[src/rtl/lsu_pkg.sv]
// Shared types and constants for the load/store unit.
// Latency: n/a (types and constants only).
// Backpressure: n/a.
package lsu_pkg;

    // RV32 funct3 encodings; load and store views share the low codes.
    localparam logic [2:0] F3_LB  = 3'b000;
    localparam logic [2:0] F3_LH  = 3'b001;
    localparam logic [2:0] F3_LW  = 3'b010;
    localparam logic [2:0] F3_LBU = 3'b100;
    localparam logic [2:0] F3_LHU = 3'b101;
    localparam logic [2:0] F3_SB  = 3'b000;
    localparam logic [2:0] F3_SH  = 3'b001;
    localparam logic [2:0] F3_SW  = 3'b010;

    typedef enum logic [2:0] {
        IDLE,
        ISSUE,
        WAIT,
        RESP,
        ERR
    } lsu_state_t;

    typedef struct packed {
        logic        store;
        logic [2:0]  funct3;
        logic [31:0] addr;
        logic [31:0] wdata;
    } lsu_req_t;

    // Encodings with no load/store meaning.
    function automatic logic f3_reserved(input logic [2:0] f3);
        return (f3 == 3'b011) || (f3 == 3'b110) || (f3 == 3'b111);
    endfunction

endpackage

[src/rtl/lsu_align_check.sv]
// Flags misaligned halfword/word accesses and reserved funct3 encodings.
// Latency: purely combinational.
// Backpressure: none.
//
// Ports:
//   funct3_i      access funct3 (size in [1:0], unsigned flag in [2])
//   addr_lo_i     low two bits of the byte address
//   misaligned_o  halfword on odd address, or word not on a 4-byte boundary
//   illegal_o     reserved funct3 (011, 110, 111)
module lsu_align_check
    import lsu_pkg::*;
#(
    parameter int CHECK_ALIGN = 1
) (
    input  logic [2:0] funct3_i,
    input  logic [1:0] addr_lo_i,
    output logic       misaligned_o,
    output logic       illegal_o
);

    always_comb begin
        illegal_o    = f3_reserved(funct3_i);
        misaligned_o = 1'b0;
        if (CHECK_ALIGN != 0) begin
            case (funct3_i[1:0])
                2'b01:   misaligned_o = addr_lo_i[0];
                2'b10:   misaligned_o = |addr_lo_i;
                default: misaligned_o = 1'b0;  // bytes are always aligned
            endcase
        end
    end

endmodule

[src/rtl/load_store_unit.sv]
// Data-memory bus initiator: one load/store at a time, returns extended load data or store completion.
// Latency: accept->resp_valid is 1 cycle for stores, READ_LATENCY+1 for loads, 0 extra for traps.
// Backpressure: req_ready only in IDLE; response and bus fields held until resp_ready.
//
// Ports:
//   clk, reset                      clock, synchronous active-low reset
//   req_valid/req_ready             request handshake; req_store/req_funct3/req_addr/req_wdata payload
//   resp_valid/resp_ready           response handshake; resp_rdata/resp_error payload
//   dmem_address/funct3/wren/data_in  registered bus outputs to data_mem
//   dmem_data_out                   extended read data from data_mem
module load_store_unit
    import lsu_pkg::*;
#(
    parameter int READ_LATENCY = 1,
    parameter int CHECK_ALIGN  = 1
) (
    input  logic        clk,
    input  logic        reset,
    input  logic        req_valid,
    output logic        req_ready,
    input  logic        req_store,
    input  logic [2:0]  req_funct3,
    input  logic [31:0] req_addr,
    input  logic [31:0] req_wdata,
    output logic        resp_valid,
    input  logic        resp_ready,
    output logic [31:0] resp_rdata,
    output logic        resp_error,
    output logic [31:0] dmem_address,
    output logic [2:0]  dmem_funct3,
    output logic        dmem_wren,
    output logic [31:0] dmem_data_in,
    input  logic [31:0] dmem_data_out
);

    localparam int WCW = $clog2(READ_LATENCY + 1);

    lsu_state_t     state_q, state_d;
    lsu_req_t       req_q, req_d;
    logic [WCW-1:0] wait_cnt_q, wait_cnt_d;
    logic [31:0]    rdata_q, rdata_d;
    logic           misaligned;
    logic           illegal;

    // Checked against the live request so a trap is decided at acceptance
    // and the bus never sees the access.
    lsu_align_check #(
        .CHECK_ALIGN(CHECK_ALIGN)
    ) u_align_check (
        .funct3_i    (req_funct3),
        .addr_lo_i   (req_addr[1:0]),
        .misaligned_o(misaligned),
        .illegal_o   (illegal)
    );

    always_comb begin
        state_d    = state_q;
        req_d      = req_q;
        wait_cnt_d = wait_cnt_q;
        rdata_d    = rdata_q;
        case (state_q)
            IDLE: begin
                if (req_valid) begin
                    req_d.store  = req_store;
                    req_d.funct3 = req_funct3;
                    req_d.addr   = req_addr;
                    req_d.wdata  = req_wdata;
                    rdata_d      = '0;  // stores complete with zero data
                    state_d      = (misaligned || illegal) ? ERR : ISSUE;
                end
            end
            ISSUE: begin
                if (req_q.store) begin
                    state_d = RESP;
                end else begin
                    state_d    = WAIT;
                    wait_cnt_d = WCW'(READ_LATENCY - 1);
                end
            end
            WAIT: begin
                if (wait_cnt_q == '0) begin
                    rdata_d = dmem_data_out;
                    state_d = RESP;
                end else begin
                    wait_cnt_d = wait_cnt_q - WCW'(1);
                end
            end
            RESP, ERR: begin
                if (resp_ready) state_d = IDLE;
            end
            default: state_d = IDLE;
        endcase
    end

    always_ff @(posedge clk) begin
        if (!reset) begin
            state_q    <= IDLE;
            req_q      <= '0;
            wait_cnt_q <= '0;
            rdata_q    <= '0;
        end else begin
            state_q    <= state_d;
            req_q      <= req_d;
            wait_cnt_q <= wait_cnt_d;
            rdata_q    <= rdata_d;
        end
    end

    assign req_ready    = (state_q == IDLE);
    assign resp_valid   = (state_q == RESP) || (state_q == ERR);
    assign resp_error   = (state_q == ERR);
    assign resp_rdata   = (state_q == RESP) ? rdata_q : 32'd0;

    // Bus fields come straight from the latched request, so they stay
    // stable for the whole transaction including a stalled response.
    assign dmem_address = req_q.addr;
    assign dmem_funct3  = req_q.funct3;
    assign dmem_data_in = req_q.wdata;
    assign dmem_wren    = (state_q == ISSUE) && req_q.store;

endmodule

[config.mk]
export PLATFORM = sky130hd
export DESIGN_NAME = load_store_unit
export DESIGN_NICKNAME = d
export VERILOG_FILES = /design/src/rtl/lsu_pkg.sv /design/src/rtl/lsu_align_check.sv /design/src/rtl/load_store_unit.sv
export SDC_FILE = /design/constraint.sdc
export NUM_CORES = 1
export LEC_CHECK = 0
export CAP_MARGIN = 20
export CORE_MARGIN = 2
export CORE_UTILIZATION = 45
export CTS_CLUSTER_SIZE = 10
export DETAILED_ROUTE_END_ITERATION = 6
export GPL_TIMING_DRIVEN = 0
export PLACE_DENSITY = 0.86
export SYNTH_ARGS = -nofsm -noshare
export SYNTH_HDL_FRONTEND = slang
export SYNTH_HIERARCHICAL = 1
export SYNTH_SLANG_ARGS = --single-unit
[constraint.sdc]
create_clock -name clk -period 3.1 [get_ports clk]
set_input_delay 0.31 -clock clk [delete_from_list [all_inputs] [get_ports clk]]
set_output_delay 0.31 -clock clk [all_outputs]
set_load 0.05 [all_outputs]
==> results.md, run 1 <==
### Outcome
• run status: completed

### Critical path
• Crit path max-delay family: buffers and inverters
• type of the worst setup path: flop to output pin
• list of cells traversed by the critical path: buf_2 > and3b_1 > clkbuf_1 > and2_1 > clkdlybuf4s50_1
• buffering stage count on the worst path with inverters included: 3
• Max stage delay on crit path: 0.82 ns
• element type at the critical path end: output pin
• Worst Setup Start Kind: flop
• Worst R2R Setup Slack: 1.18 ns
• CP Data Arrival Time: 2.55 ns
• crit-path max FO: 10
• slowest CP cell: clkdlybuf4s50_1
• Worst Path Required: 2.79 ns

### Timing
• smallest setup slack after layout: 0.2443 ns
• Fin Hold WS: 0.4564 ns
• Final Setup Violations: 0
• number of hold violations in the final report: 0
• clock tree skew after final layout: 0.007016 ns
• clock period minus final worst setup slack: 2.856 ns
• final period utilization: 92.12%
• RSZ-0062 raised after global routing: false
• Peak Freq: 350.2 MHz
• relative slew slack: 58.67%
• transition time at the pin with the least slew margin: 0.6183 ns
• Slew Limit Fails: 0
• final total negative setup slack: 0 ns

### Final layout
• final-layout fill cell count: 781
• Synth-to-Final Area Change: 53.93%
• Final Net Count: 898
• most common cell after layout, fill and taps aside: clkdlybuf4s50_1
• post-layout util: 70.88%
• number of standard cells in the final layout excluding fillers: 929
• number of diodes added for antenna fixing: 0
• fraction of final layout cells sized beyond drive strength 1: 11.93%
• final standard cell area without fillers: 6864 µm²
• most frequent cells in the layout: clkdlybuf4s50_1 (206), nand2_1 (170), dfxtp_1 (103)

### Global route
• antenna violations before repair: 0
• residual overflow from global routing: 0
• via count of the first global-routing pass: 4352
• global-route wire length before repair: 20.60 mm
• maximum number of pins on one net before global-route repair: 16
• overall fraction of global-route tracks in use: 23.43%

### Logic synthesis
• Cell variety after synth: 28
• Synth Area in Adders: 0.8418%
• Avg Synthesized Cell Area: 7.769 µm²
• area share of xor/xnor cells in the synthesized design: 0%
• fraction of the yosys area taken by sequential cells: 46.24%
• asr flop ratio synth: 0%
• combinational family with the most area after synthesis: simple AND/OR/NAND/NOR gates
• number of warnings printed during yosys synthesis: 6
• cell count after synthesis: 574
• number of storage elements in the synthesis netlist: 103
• count of flip-flops with a built-in enable after synthesis: 0
• mux contribution to synthesized area: 0%
• compound-gate portion of the synthesized area: 15.91%
• most common flop cell mapped by yosys: dfxtp_1
• area share of and/or/nand/nor cells after synthesis: 21.27%
• Synth Cell Area: 4459 µm²
• syn nets: 681

### CTS
• Post-CTS Repair Setup Buffers: 0
• source-to-sink clock delay at the later pin of the worst-skew pair: 0.36 ns
• post-cts repair resize count: 0
• Num CTS Buffers: 9
• CTS H-tree lvls: 3
• Clock Sinks: 103
• clock transition at the registers of the reported paths: 0.09 ns
• quantity of hold-fixing buffers added after cts: 0
• maximum buffer depth of the clock tree: 2
• TritonCTS clock tree: yes
• clock root buffer: clkbuf_8

### Route
• number of iterations in the first detailed-routing pass: 4
• number of DRC violations after detailed-routing iteration 0: 130
• routed via count: 4382
• remaining antenna violation count: 0
• average wire length per cell after detail routing: 13.79 µm
• Residual DRC: 0
• Post-Route WL: 12.81 mm
• via/cell ratio: 4.717

### Min path
• min-delay worst type: flop to flop

### Flow run
• number of maximum-capacitance constraint violations: 0

### Floorplan
• Floorplan Core Area: 9684 µm²
• Die Outline Area: 10720 µm²
• Die Wd: 103.5 µm
• number of ports placed on the die boundary: 207
• cell row count: 36
• starting density of the core: 46.05%
• Die Y: 103.5 µm

### Power and ir drop
• Pwr Density: 517.1 nW/µm²
• proportion of power drawn by combinational gates: 35.6%
• fraction of power spent switching nets: 35.19%
• maximum ir drop on the vdd rail: 241.0 µV
• net switching power: 1.249 mW
• LEAKAGE: 2.667 nW
• post-layout total power: 3.549 mW
• register share of total power: 42.5%
• clock network fraction of total power: 21.9%
• Cell Int Power: 2.300 mW

### Placement
• final weighted congestion of routability-driven global placement: 0.7990
• Placed Cells incl. Taps: 913
• placed wire-length estimate: 9.841 mm
• # port buffers: 206
• worst-case setup slack after placement: 0.6331 ns
• Placed Instance Area: 6688 µm²

-- per-layer routing --
layer  vias up  GRT usage, %  wire length [µm]
li1       2217             -                 -
met1      1974         27.54              5353
met2       162         40.30              6192
met3        29         6.482               915
met4         0         9.749               351
met5         -             0                 0
-- worst paths after layout --
kind                         from               end  cells past startpoint
hold / removal    dmem_address[6]   dmem_address[6]                      2
setup reg to reg       state_q[0]  dmem_data_in[10]                      6
setup / recovery       state_q[1]    resp_rdata[11]                      5
hold reg to reg   dmem_address[6]   dmem_address[6]                      2
-- cell families after synthesis --
logic type	count (synthesis)
buffers and inverters	112
AND/OR/NAND/NOR	217
flip-flops	103
adder cells (fa/ha/maj)	3
AO/OA/AOI/OAI	139
-- power by group through the flow --
stage	combinational, mW	clock, mW	sequential (mW)
2_1_floorplan	0.834	0	1.52
3_3_place_gp	1.24	0	1.53
3_5_place_dp	1.26	0	1.54
4_1_cts	1.27	0.796	1.51
5_1_grt	1.35	0.841	1.52
6_report	1.26	0.778	1.51
-- cells in the mapped netlist, drive strengths merged, types with 3 or more instances --
library cell	instances	area [µm²]
clkbuf	32	120.1
inv	4	15.01
a21oi	101	505.5
nor2	4	15.01
dfxtp	103	2062
o21ai	34	170.2
ha	3	37.54
and2	32	200.2
nand2	170	638.1
buf	76	566.8
-- tightest hold or removal path, stage by stage, from the launching register on --
cell     delay [ns]
dfxtp_1        0.31
nand2_1        0.05
a21oi_1        0.05
-- registers in the layout, indices dropped and copies added, names as in the netlist --
signal and cells:
dmem_address 32, dmem_data_in 32, dmem_funct3 3, rdata_q 32, req_q 1, state_q 3
-- area by class of cell --
cell class,instances,area [µm²],share of cell area [%]
Sequential cell,103,2062,30.04
Timing Repair Buffer,206,2062,30.04
Multi-Input combinational cell,359,1695,24.70
Buffer,108,686.9,10.01
Tap cell,133,166.4,2.424
Clock buffer,13,158.9,2.315
Clock inverter,3,17.52,0.2552
Inverter,4,15.01,0.2187
No activity file was read; power rests on OpenSTA's default activity.
==> inputs of run 2 (changes only) <==
CORE_UTILIZATION = 41   (was 45)
PLACE_DENSITY = 0.8   (was 0.86)
clock period = 2.7 ns   (was 3.1 ns; I/O delays follow)
==> run 2 against run 1 <==
Clock power increased by 44%. Cell area increased by 0.38%. Cell count increased by 0.75%. Critical path depth decreased by 1. Worst setup slack got worse by 0.12 ns. Worst hold slack about the same. Sequential share of layout area decreased by 0.11 points. Largest power group unchanged.
==> results.md, run 2 (synthesis gave the netlist of run 1 again) <==
### Outcome
• run status: completed

### CTS
• clock root buffer: clkbuf_8
• source-to-sink clock delay at the later pin of the worst-skew pair: 0.35 ns, about the same
• quantity of hold-fixing buffers added after cts: 0, unchanged
• TritonCTS clock tree: yes
• CTS H-tree lvls: 3, unchanged
• maximum buffer depth of the clock tree: 2, unchanged
• Clock Sinks: 103, unchanged
• Post-CTS Repair Setup Buffers: 0, unchanged
• Num CTS Buffers: 9, unchanged
• clock transition at the registers of the reported paths: 0.09 ns, about the same

### Final layout
• Final Net Count: 898, unchanged
• most common cell after layout, fill and taps aside: clkdlybuf4s50_1
• number of standard cells in the final layout excluding fillers: 936, +0.75%
• final-layout fill cell count: 941, +20%
• most frequent cells in the layout: clkdlybuf4s50_1 (176), nand2_1 (170), dfxtp_1 (103)
• fraction of final layout cells sized beyond drive strength 1: 13.07%, +1.1 points
• number of diodes added for antenna fixing: 0, unchanged
• Synth-to-Final Area Change: 54.52%
• post-layout util: 64.12%, -6.8 points

### Power and ir drop
• fraction of power spent switching nets: 33.05%, -2.1 points
• net switching power: 1.422 mW, +14%
• proportion of power drawn by combinational gates: 33.7%, -1.9 points
• Cell Int Power: 2.880 mW, +25%
• maximum ir drop on the vdd rail: 279.4 µV, +16%
• LEAKAGE: 2.762 nW, +3.6%
• clock network fraction of total power: 26.1%, +4.2 points
• Pwr Density: 624.4 nW/µm², +21%
• register share of total power: 40.3%, -2.2 points

### Critical path
• crit-path max FO: 10, unchanged
• beginning of the worst register-to-register path: state_q[2]
• Worst Setup Start Kind: flop
• CP Data Arrival Time: 2.30 ns, -0.25 ns
• type of the worst setup path: flop to output pin
• list of cells traversed by the critical path: buf_2 > or3b_2 > nand2b_1 > clkdlybuf4s50_1
• Worst Path Required: 2.43 ns, -0.36 ns
• Max stage delay on crit path: 0.80 ns, -0.02 ns
• element type at the critical path end: output pin
• slowest CP cell: clkdlybuf4s50_1
• beginning of the critical path: state_q[1]

### Floorplan
• starting density of the core: 41.50%, -4.5 points
• Die Wd: 108.3 µm, +4.6%
• Die Y: 108.3 µm, +4.6%
• cell row count: 38, +5.6%
• Die Outline Area: 11730 µm², +9.4%
• number of ports placed on the die boundary: 207, unchanged
• Floorplan Core Area: 10750 µm², +11%

### Placement
• worst-case setup slack after placement: 0.2783 ns, -0.3548 ns
• placed wire-length estimate: 9.660 mm, -1.8%
• Placed Cells incl. Taps: 920, +0.77%
• final weighted congestion of routability-driven global placement: 0.7859, -1.6%
• # port buffers: 206, unchanged

### Timing
• RSZ-0062 raised after global routing: false
• clock period minus final worst setup slack: 2.574 ns
• final total negative setup slack: 0 ns, unchanged
• Peak Freq: 388.5 MHz
• relative slew slack: 58.26%, -0.41 points
• transition time at the pin with the least slew margin: 0.6245 ns, +0.006131 ns
• clock tree skew after final layout: 0.007651 ns, +0.0006356 ns
• number of hold violations in the final report: 0, unchanged
• final period utilization: 95.34%
• Final Setup Violations: 0, unchanged
• smallest setup slack after layout: 0.1258 ns, -0.1185 ns
• Slew Limit Fails: 0, unchanged
• Fin Hold WS: 0.4561 ns, -0.0002850 ns

### Route
• number of iterations in the first detailed-routing pass: 4, unchanged
• Post-Route WL: 12.71 mm, -0.78%
• number of DRC violations after detailed-routing iteration 0: 197, +52%
• via/cell ratio: 4.676, -0.86%
• Residual DRC: 0, unchanged
• routed via count: 4377, -0.11%
• remaining antenna violation count: 0, unchanged
• average wire length per cell after detail routing: 13.58 µm, -1.5%

### Global route
• antenna violations before repair: 0, unchanged
• global-route wire length before repair: 19.86 mm, -3.6%
• maximum number of pins on one net before global-route repair: 16, unchanged
• via count of the first global-routing pass: 4250, -2.3%
• overall fraction of global-route tracks in use: 21.48%, -1.9 points
• residual overflow from global routing: 0, unchanged

### Flow run
• number of maximum-capacitance constraint violations: 0, unchanged

### Min path
• start point of the worst min-delay path: dmem_data_in[24]
• min-delay worst type: flop to flop

## run 2: metal layers
| layer | vias up | track usage, % | part of all wire [%] |
|---|---|---|---|
| li1 | 2215 | - | - |
| met1 | 1996 | 25.30 | 42 |
| met2 | 149 | 37.24 | 49 |
| met3 | 17 | 5.304 | 7.5 |
| met4 | 0 | 8.974 | 1.8 |
| met5 | - | 0 | 0 |
## run 2: power groups by stage
stage / Sequential, mW / Clock [mW] / Combinational [mW]
floorplan: 1.75 / 0 / 0.958
global placement: 1.76 / 0 / 1.43
detailed placement: 1.77 / 0 / 1.45
CTS: 1.73 / 1.16 / 1.46
global route: 1.75 / 1.23 / 1.56
finish: 1.73 / 1.12 / 1.45
## run 2: critical path: cells and delay by family, from the launching register on
kind                   cells  cell delay (ns)
buffers and inverters      2             0.97
flip-flops                 1             0.33
AND/OR/NAND/NOR            2             0.65
## run 2: final timing paths
check             slack [ns]  cells past startpoint                to
setup / recovery        0.13                      4        resp_valid
hold / removal          0.46                      2  dmem_data_in[24]
setup reg to reg        0.78                      6  dmem_data_in[26]
hold reg to reg         0.46                      2  dmem_data_in[24]
## run 2: timing repair
| action | CTS | global route |
|---|---|---|
| pin swaps | 0 | 0 |
| setup endpoints to repair | 30 | 23 |
| cloned | 0 | 0 |
| resized for setup | 30 | 31 |
| endpoints found under the hold margin | 0 | 0 |
## run 2: area by class of cell
cell class	count	area (µm²)	area share, %
Clock inverter	2	60.06	0.8716
Inverter	4	15.01	0.2179
Sequential cell	103	2062	29.93
Buffer	108	686.9	9.969
Multi-Input combinational cell	359	1695	24.61
Clock buffer	14	182.7	2.651
Tap cell	140	175.2	2.542
Timing Repair Buffer	206	2013	29.22
## run 2: stage by stage
step	power, mW	instance area, µm²
finish	4.302	6890
global route	4.532	6890
CTS	4.346	6902
detailed placement	3.219	6696
global placement	3.184	6696
floorplan	2.706	4459
